**config.mk**
```make
export PLATFORM = sky130hd
export DESIGN_NAME = sram_port_arbiter
export DESIGN_NICKNAME = d
export VERILOG_FILES = /design/src/rtl/sram_port_arbiter_pkg.sv /design/src/rtl/sram_port_arbiter_rr.sv /design/src/rtl/sram_port_arbiter.sv
export SDC_FILE = /design/constraint.sdc
export NUM_CORES = 1
export LEC_CHECK = 0
export CORE_ASPECT_RATIO = 1.4
export CORE_MARGIN = 5
export CORE_UTILIZATION = 27
export CTS_CLUSTER_DIAMETER = 200
export DETAILED_ROUTE_END_ITERATION = 10
export PLACE_DENSITY = 0.83
export SYNTH_ARGS = -nofsm -noshare
export SYNTH_HDL_FRONTEND = slang
export SYNTH_SLANG_ARGS = --single-unit
```
**constraint.sdc**
```tcl
create_clock -name clk_i -period 1.5 [get_ports clk_i]
set_input_delay 0.3 -clock clk_i [delete_from_list [all_inputs] [get_ports clk_i]]
set_output_delay 0.3 -clock clk_i [all_outputs]
set_load 0.02 [all_outputs]
```
**src/rtl/sram_port_arbiter_pkg.sv**
```systemverilog
// Shared helpers for the SRAM port arbiter: a fixed-width priority
// encoder used by the round-robin select. Requester vectors narrower than
// MAX_REQ are zero-extended before encoding.
package sram_port_arbiter_pkg;

  localparam int MAX_REQ   = 8;
  localparam int MAX_IDX_W = 3;

  // Index of the lowest set bit; 0 when no bit is set.
  function automatic logic [MAX_IDX_W-1:0] lsb_index(input logic [MAX_REQ-1:0] v);
    logic [MAX_IDX_W-1:0] r;
    r = '0;
    for (int i = MAX_REQ - 1; i >= 0; i--) begin
      if (v[i]) r = MAX_IDX_W'(i);
    end
    return r;
  endfunction

endpackage

```
**src/rtl/sram_port_arbiter_rr.sv**
```systemverilog
// Round-robin arbiter: registered search pointer plus a masked/unmasked
// priority select. The masked half covers requesters at or above the
// pointer; if none of them request, the lowest unmasked requester wins.
module rr_arbiter
  import sram_port_arbiter_pkg::*;
#(
  parameter int NUM_REQ = 2,
  parameter int IDX_W   = $clog2(NUM_REQ)
) (
  input  logic               clk,
  input  logic               rst,
  input  logic [NUM_REQ-1:0] req,
  input  logic               advance,
  output logic [NUM_REQ-1:0] gnt,
  output logic [IDX_W-1:0]   gnt_idx,
  output logic               gnt_vld
);

  logic [IDX_W-1:0]   r_ptr;
  logic [NUM_REQ-1:0] w_mask;
  logic [NUM_REQ-1:0] w_masked;
  logic [MAX_REQ-1:0] w_sel;

  // Priority select starting at the pointer; reset suppresses any grant.
  always_comb begin
    w_mask = '0;
    for (int i = 0; i < NUM_REQ; i++) begin
      w_mask[i] = (i >= int'(r_ptr));
    end
    w_masked = req & w_mask;
    w_sel    = (|w_masked) ? MAX_REQ'(w_masked) : MAX_REQ'(req);
    gnt_vld  = (|req) && !rst;
    gnt_idx  = IDX_W'(lsb_index(w_sel));
    gnt      = '0;
    if (gnt_vld) gnt[gnt_idx] = 1'b1;
  end

  // Pointer moves one past the winner on every grant, wrapping at NUM_REQ.
  always_ff @(posedge clk or posedge rst) begin
    if (rst) begin
      r_ptr <= '0;
    end else if (advance) begin
      r_ptr <= (gnt_idx == IDX_W'(NUM_REQ - 1)) ? '0 : gnt_idx + 1'b1;
    end
  end

endmodule

```
**src/rtl/sram_port_arbiter.sv**
```systemverilog
// Shares the read/write port of one 32x512 SRAM macro between NUM_REQ
// memory-stream masters. One access per cycle; every access (read or
// write) is answered on rvalid_o of its issuer one cycle later, with
// rdata_o passed straight through from the macro.
module sram_port_arbiter
  import sram_port_arbiter_pkg::*;
#(
  parameter int NUM_REQ    = 2,
  parameter int ADDR_WIDTH = 11,
  parameter int DATA_WIDTH = 32
) (
  input  logic                                   clk_i,
  input  logic                                   rst_i,
  input  logic [NUM_REQ-1:0]                     req_i,
  output logic [NUM_REQ-1:0]                     gnt_o,
  input  logic [NUM_REQ-1:0][ADDR_WIDTH-1:0]     addr_i,
  input  logic [NUM_REQ-1:0][DATA_WIDTH-1:0]     wdata_i,
  input  logic [NUM_REQ-1:0][DATA_WIDTH/8-1:0]   strb_i,
  input  logic [NUM_REQ-1:0]                     we_i,
  output logic [NUM_REQ-1:0]                     rvalid_o,
  output logic [DATA_WIDTH-1:0]                  rdata_o,
  output logic                                   sram_csb_o,
  output logic                                   sram_web_o,
  output logic [DATA_WIDTH/8-1:0]                sram_wmask_o,
  output logic [ADDR_WIDTH-3:0]                  sram_addr_o,
  output logic [DATA_WIDTH-1:0]                  sram_din_o,
  input  logic [DATA_WIDTH-1:0]                  sram_dout_i
);

  localparam int IDX_W = $clog2(NUM_REQ);

  logic [IDX_W-1:0] w_idx;
  logic             w_gnt_vld;
  logic [IDX_W-1:0] r_rsp_idx;
  logic             r_rsp_vld;
  logic             w_unused_addr_lsbs;

  rr_arbiter #(
    .NUM_REQ (NUM_REQ),
    .IDX_W   (IDX_W)
  ) u_arb (
    .clk     (clk_i),
    .rst     (rst_i),
    .req     (req_i),
    .advance (w_gnt_vld),
    .gnt     (gnt_o),
    .gnt_idx (w_idx),
    .gnt_vld (w_gnt_vld)
  );

  // Byte-lane bits of the address never reach the word-addressed macro.
  always_comb begin
    w_unused_addr_lsbs = 1'b0;
    for (int i = 0; i < NUM_REQ; i++) begin
      w_unused_addr_lsbs = w_unused_addr_lsbs ^ (^addr_i[i][1:0]);
    end
  end

  // Steer the winner onto the macro port; idle port is deselected and zeroed.
  always_comb begin
    sram_csb_o   = 1'b1;
    sram_web_o   = 1'b1;
    sram_wmask_o = '0;
    sram_addr_o  = '0;
    sram_din_o   = '0;
    if (w_gnt_vld) begin
      sram_csb_o   = 1'b0;
      sram_web_o   = !we_i[w_idx];
      sram_wmask_o = strb_i[w_idx];
      sram_addr_o  = addr_i[w_idx][ADDR_WIDTH-1:2];
      sram_din_o   = wdata_i[w_idx];
    end
  end

  // Remember who was granted so the response lands one cycle later;
  // reset drops any response still in flight.
  always_ff @(posedge clk_i or posedge rst_i) begin
    if (rst_i) begin
      r_rsp_vld <= 1'b0;
      r_rsp_idx <= '0;
    end else begin
      r_rsp_vld <= w_gnt_vld;
      r_rsp_idx <= w_idx;
    end
  end

  // Decode the registered response owner into the per-requester valid.
  always_comb begin
    rvalid_o = '0;
    if (r_rsp_vld) rvalid_o[r_rsp_idx] = 1'b1;
  end

  assign rdata_o = sram_dout_i;

endmodule

```
== After elaboration in Yosys (flattened, before gate mapping) ==
Index checks and enable logic that the tools add are counted.
Cells by class
  $add $sub $neg: 1
  mux-type cells: 29
  bitwise gates (word level): 1
  reduce and logical (&&, ||, !) cells: 7
  magnitude comparators: 5
Operator list (count)
  $mux 32: 3
  $mux 11: 2
  $mux 1: 15
  $mux 4: 3
  $mux 9: 1
  $mux 2: 3
  $lt 1x2->1 const B: 2
  $reduce_or 2->1: 2
  $logic_and 1x1->1: 3
  $and 2x2->2: 1
  $demux 1 s1: 2
  $ge 1x1->1 const B: 2
  $logic_not 1->1: 2
  $add 1x1->1 const B: 1
  $ge 1x1->1 const A: 1
Storage, ports and cells
  word-level logic and storage cells: 46
  input bits: 132
  register bits after elaboration: 3
  output and inout bits: 83

== Logic depth before layout (Yosys ltp) ==
  depth in word-level cells: 13
  mapped depth: 4
  mapped depth without buffers: 2

== Hierarchy ==
From an unflattened synthesis, not the netlist that was laid out.
Unflattened totals
  cell total of the unflattened synthesis: 150
  area total of the unflattened synthesis: 1137.3 um2
Modules (own cells, without submodules)
  sram_port_arbiter: instances 1, cells an instance 139, sequential area each 50.0 um2, area each 1052.3 um2
  rr_arbiter: instances 1, cells an instance 11, sequential area each 25.0 um2, area each 85.1 um2

== Least setup slack after synthesis ==
No wires, ideal clock.
  kind: register -> output
  from: register u_arb.r_ptr
  to: output port sram_din_o[11]
  path slack: -0.023 ns
  path buffers: 1
  data required time: 1.200 ns
  stages on the path, launching flop included: 4
  arrival time: 1.223 ns
  cell sequence: dfrtp_1 nor2b_4 buf_2 o32ai_1
On the way
  cells in the longest elaborated chain, start to end: 9
RTL lines
  start, declared: line sram_port_arbiter_rr.sv:19  | logic [IDX_W-1:0] r_ptr;
  start signal, assigned: line sram_port_arbiter_rr.sv:43  | r_ptr <= (gnt_idx == IDX_W'(NUM_REQ - 1)) ? '0 : gnt_idx + 1'b1;
  $ge 1x1->1 (*): line sram_port_arbiter_rr.sv:28  | w_mask[i] = (i >= int'(r_ptr));
  $and 2x2->2 (*): line sram_port_arbiter_rr.sv:30  | w_masked = req & w_mask;
  $reduce_or 2->1: line sram_port_arbiter_rr.sv:31  | w_sel = (|w_masked) ? MAX_REQ'(w_masked) : MAX_REQ'(req);
  $mux 2 (*): line sram_port_arbiter_rr.sv:31
  $mux 1: line sram_port_arbiter_pkg.sv:14  | if (v[i]) r = MAX_IDX_W'(i);
  $mux 1 (*): line sram_port_arbiter_pkg.sv:14
  $mux 32 (not written as such) (*) (2 in series): line sram_port_arbiter.sv:71  | sram_din_o = wdata_i[w_idx];
  $mux 32 (*): line sram_port_arbiter.sv:66  | if (w_gnt_vld) begin
  end, declared: line sram_port_arbiter.sv:26  | output logic [DATA_WIDTH-1:0] sram_din_o,
Mark *: on every way between the ends. The rest lies on a longest branch, timed or not. The select of a mux whose other input is x is not followed.

== Final worst setup path ==
  from: register u_arb.r_ptr
  to: output port sram_din_o[23]
Same word-level chain as after synthesis.

==> summary.md <==
| Metric | Value |
|---|---|
| Outcome | `complete, but fails checks` |
| Violated checks | `setup timing` |
| Total nets after synthesis | `~340` |
| Proportion of layout cells with a drive suffix above 1 | `0.401` |
| Number of global-route vias before repair | `2,072` |
| Clock-pin slew reported for the worst setup and hold paths after clock tree synthesis | `30 ps` |
| Largest net degree at the start of global routing | `35` |
| Placement Rows | `35` |
| Max H-tree Level | `1` |
| Remaining design rule violation count | `0` |
| Die X-Extent | `78.4 microns` |
| Number of synthesized flops with an enable pin | `0` |
| Endpoint type of the worst setup path | `output pin` |
| Root Buffer | `sky130_fd_sc_hd__clkbuf_8` |
| Most common cell after layout, fill and taps aside | `sky130_fd_sc_hd__clkdlybuf4s50_1` |
| Data required, critical path | `1200 ps` |
| Initial standard-cell utilization of the core | `0.273` |
| Final net count | `460` |
| Number of fillers in the final layout | `575` |
| Hold Path Class | `in2reg` |
| Unrepaired setup endpoints after global routing | `true` |
| Static leakage | `roughly 1.3 nW` |
| Clk Latency, worst-skew pair | `220 ps` |
| Critical Path Start | `u_arb.r_ptr$_DFFE_PP0P_` |
| Count of state elements after synthesis | `3` |
| Detailed Route WL | `7.33 mm` |
| Multi-input combinational cell area | `1700 sq um` |
| Proportion of register bits with asynchronous set or reset after synthesis | `1.00` |
| Overall power after layout | `1.83 mW` |
| Flip-flop cell with the highest count after synthesis | `sky130_fd_sc_hd__dfrtp_1` |
| Core Area | `6480 sq um` |
| TritonRoute pass-1 iters | `4` |
| Remaining number of nets flagged by the antenna check after routing | `0` |
| Mean Syn Cell Area | `8.34 sq um` |
| Storage cell area | `76.3 sq um` |
| Number of diodes added for antenna fixing | `0` |
| Y dimension of the die | `106 microns` |
| Crit share post-route | `1.14` |
| Type of the setup path with the least slack | `reg2out` |
| Worst hold path cell count | `3` |
| Cts bufs inserted | `3` |
| List of cells traversed by the critical path | `nor2b_4 > buf_12 > buf_8 > o32ai_2 > buf_4` |
| Post-synthesis instance area | `1770 sq um` |
| Synthesized netlist cell count | `212` |
| Number of buffers inserted for hold repair after clock tree synthesis | `0` |
| Final-report max-slew violation count | `0` |
| Relative slew slack | `0.832` |
| Number of sinks handled by clock tree synthesis | `3` |
| Peak ir drop on the vdd network | `0.000274 V` |
| Number of input and output port buffers inserted | `146` |
| Detail Placement HPWL | `5.03 mm` |
| Max stage delay cell, worst path | `sky130_fd_sc_hd__dfrtp_2` |
| Die ar. | `8290 sq um` |
| DR WL/cell | `between 15 and 20 microns` |
| DRT iter0 DRCs | `42` |
| Top Ports | `215` |
| Reg2reg start | `u_arb.r_ptr$_DFFE_PP0P_` |
| Routability congestion estimate from global placement | `0.726` |
| Crit path arrival time | `1420 ps` |
| Max-cap check violation count | `0` |
| Number of vias in the routed layout | `slightly above 2,000` |
| Finish-stage setup viols | `48` |
| Buffer depth of the longest clock path | `2` |
| Aggregate global routing overflow | `0` |
| Maximum fanout along the worst path | `9` |
| Most frequent cells in the layout | `92 x sky130_fd_sc_hd__clkdlybuf4s50_1, 90 x sky130_fd_sc_hd__nand2b_1, 28 x sky130_fd_sc_hd__buf_4, 28 x sky130_fd_sc_hd__buf_6, 23 x sky130_fd_sc_hd__o32ai_4` |
| Via density per instance | `5.05` |
| Antenna violations before repair | `0` |
| Setup slack after layout | `-216 ps` |
| Reg-to-reg setup timing slack | `~330 ps` |
| Actual slew at the worst max-slew pin | `about 250 ps` |
| Gr usage total | `0.159` |
| Hold Vio Cnt, Final | `0` |
| Worst stage delay on the critical path | `400 ps` |
| CTS tree | `yes` |
| Startpoint Class | `register` |
| Maximum frequency from static timing analysis | `around 580 MHz` |
| R2R Path End | `u_arb.r_ptr$_DFFE_PP0P_` |
| Final clock skew | `approximately 2.7 ps` |
| Final hold slack | `368 ps` |
| Final critical-path required period | `1720 ps` |
| CP endpoint | `sram_din_o[23]` |
| Wire length of the first global-routing pass | `10.6 mm` |
| Syn-to-layout area delta | `112%` |
| Cell count of the worst reg-to-reg path | `5` |
| Count of distinct cell types in the synthesized netlist | `18` |
| Total number of yosys warnings | `0` |
| Seq/Total Area, Yosys | `0.0425` |
| Power density relative to cell area | `488 nW/um^2` |
## cell type report
| type | instances | area share |
|---|---|---|
| sequential | 3 | 0.0203 |
| multi-input combinational | 150 | 0.452 |
| timing repair buffer | 168 | 0.490 |
| tap | 74 | 0.0247 |
| clock buffer | 4 | 0.0120 |
| inverter | 2 | 0.00200 |
## per-stage QoR
stage / cells / area [sq um] / setup slack [ps] / setup TNS, ps / utilization
after CTS: 399 / 3440 / -240 / -10140 / 0.531
after floorplan: 212 / 1770 / -22.9 / -206 / -
after detailed placement: 388 / 3080 / -907 / -40630 / 0.476
after global routing: 401 / 3750 / -253 / -10750 / 0.579
after global placement: 388 / 3080 / -878 / -39670 / 0.476
final: 401 / 3750 / -216 / -8390 / 0.579
## registers in the layout, indices dropped and copies added, names as in the netlist
register,count
u_arb.r_ptr,1
r_rsp_idx,1
r_rsp_vld,1
## critical path, delay by kind of cell, from the launching register on
family / cells / cell delay (ps)
buf+inv: 3 / 480
compound gates: 1 / 250
flops: 1 / 400
simple gates: 1 / 60
## cells in the mapped netlist (2+ instances only)
cell | instances | area share
sky130_fd_sc_hd__nand2b_1 | 93 | 0.33
sky130_fd_sc_hd__buf_4 | 34 | 0.14
sky130_fd_sc_hd__o32ai_2 | 28 | 0.26
sky130_fd_sc_hd__o32ai_1 | 17 | 0.084
sky130_fd_sc_hd__buf_6 | 9 | 0.057
sky130_fd_sc_hd__buf_2 | 8 | 0.023
sky130_fd_sc_hd__clkbuf_1 | 6 | 0.013
sky130_fd_sc_hd__nor2_1 | 4 | 0.0085
sky130_fd_sc_hd__dfrtp_1 | 3 | 0.042
sky130_fd_sc_hd__inv_2 | 2 | 0.0042
## per-layer routing
metal	wire length (microns)	up-vias	track usage	share of wire
met5	0	-	0	0
met4	252	0	0.0525	0.034
met3	576	30	0.0427	0.079
met2	4110	104	0.324	0.56
met1	2380	938	0.147	0.33
li1	-	954	-	-
## where the power goes
part	internal [mW]	total, mW	switching (mW)
Sequential	0.0923	0.103	0.0106
Clock	0.181	0.233	0.0518
Combinational	0.834	1.50	0.663
## worst min path at each step
stage / start / endpoint
3_3_place_gp: u_arb.r_ptr$_DFFE_PP0P_ / u_arb.r_ptr$_DFFE_PP0P_
3_5_place_dp: u_arb.r_ptr$_DFFE_PP0P_ / u_arb.r_ptr$_DFFE_PP0P_
4_1_cts: rst_i / u_arb.r_ptr$_DFFE_PP0P_
5_1_grt: req_i[0] / r_rsp_vld$_DFF_PP0_
2_1_floorplan: rst_i / r_rsp_idx$_DFF_PP0_
6_report: req_i[0] / r_rsp_vld$_DFF_PP0_
## what timing repair did
item	4_1_cts	5_1_grt
gates cloned	4	2
pin swaps	21	20
endpoints found under the setup margin	51	48
resized for setup	310	43
setup buffers	3	0
## cells by family after synthesis
group	after synthesis	synth area share
AOI/OAI and AO/OA	49	0.361
DFF	3	0.0425
buffers and inverters	59	0.241
and+or+nand+nor	101	0.355
No activity file was read; power rests on OpenSTA's default activity.
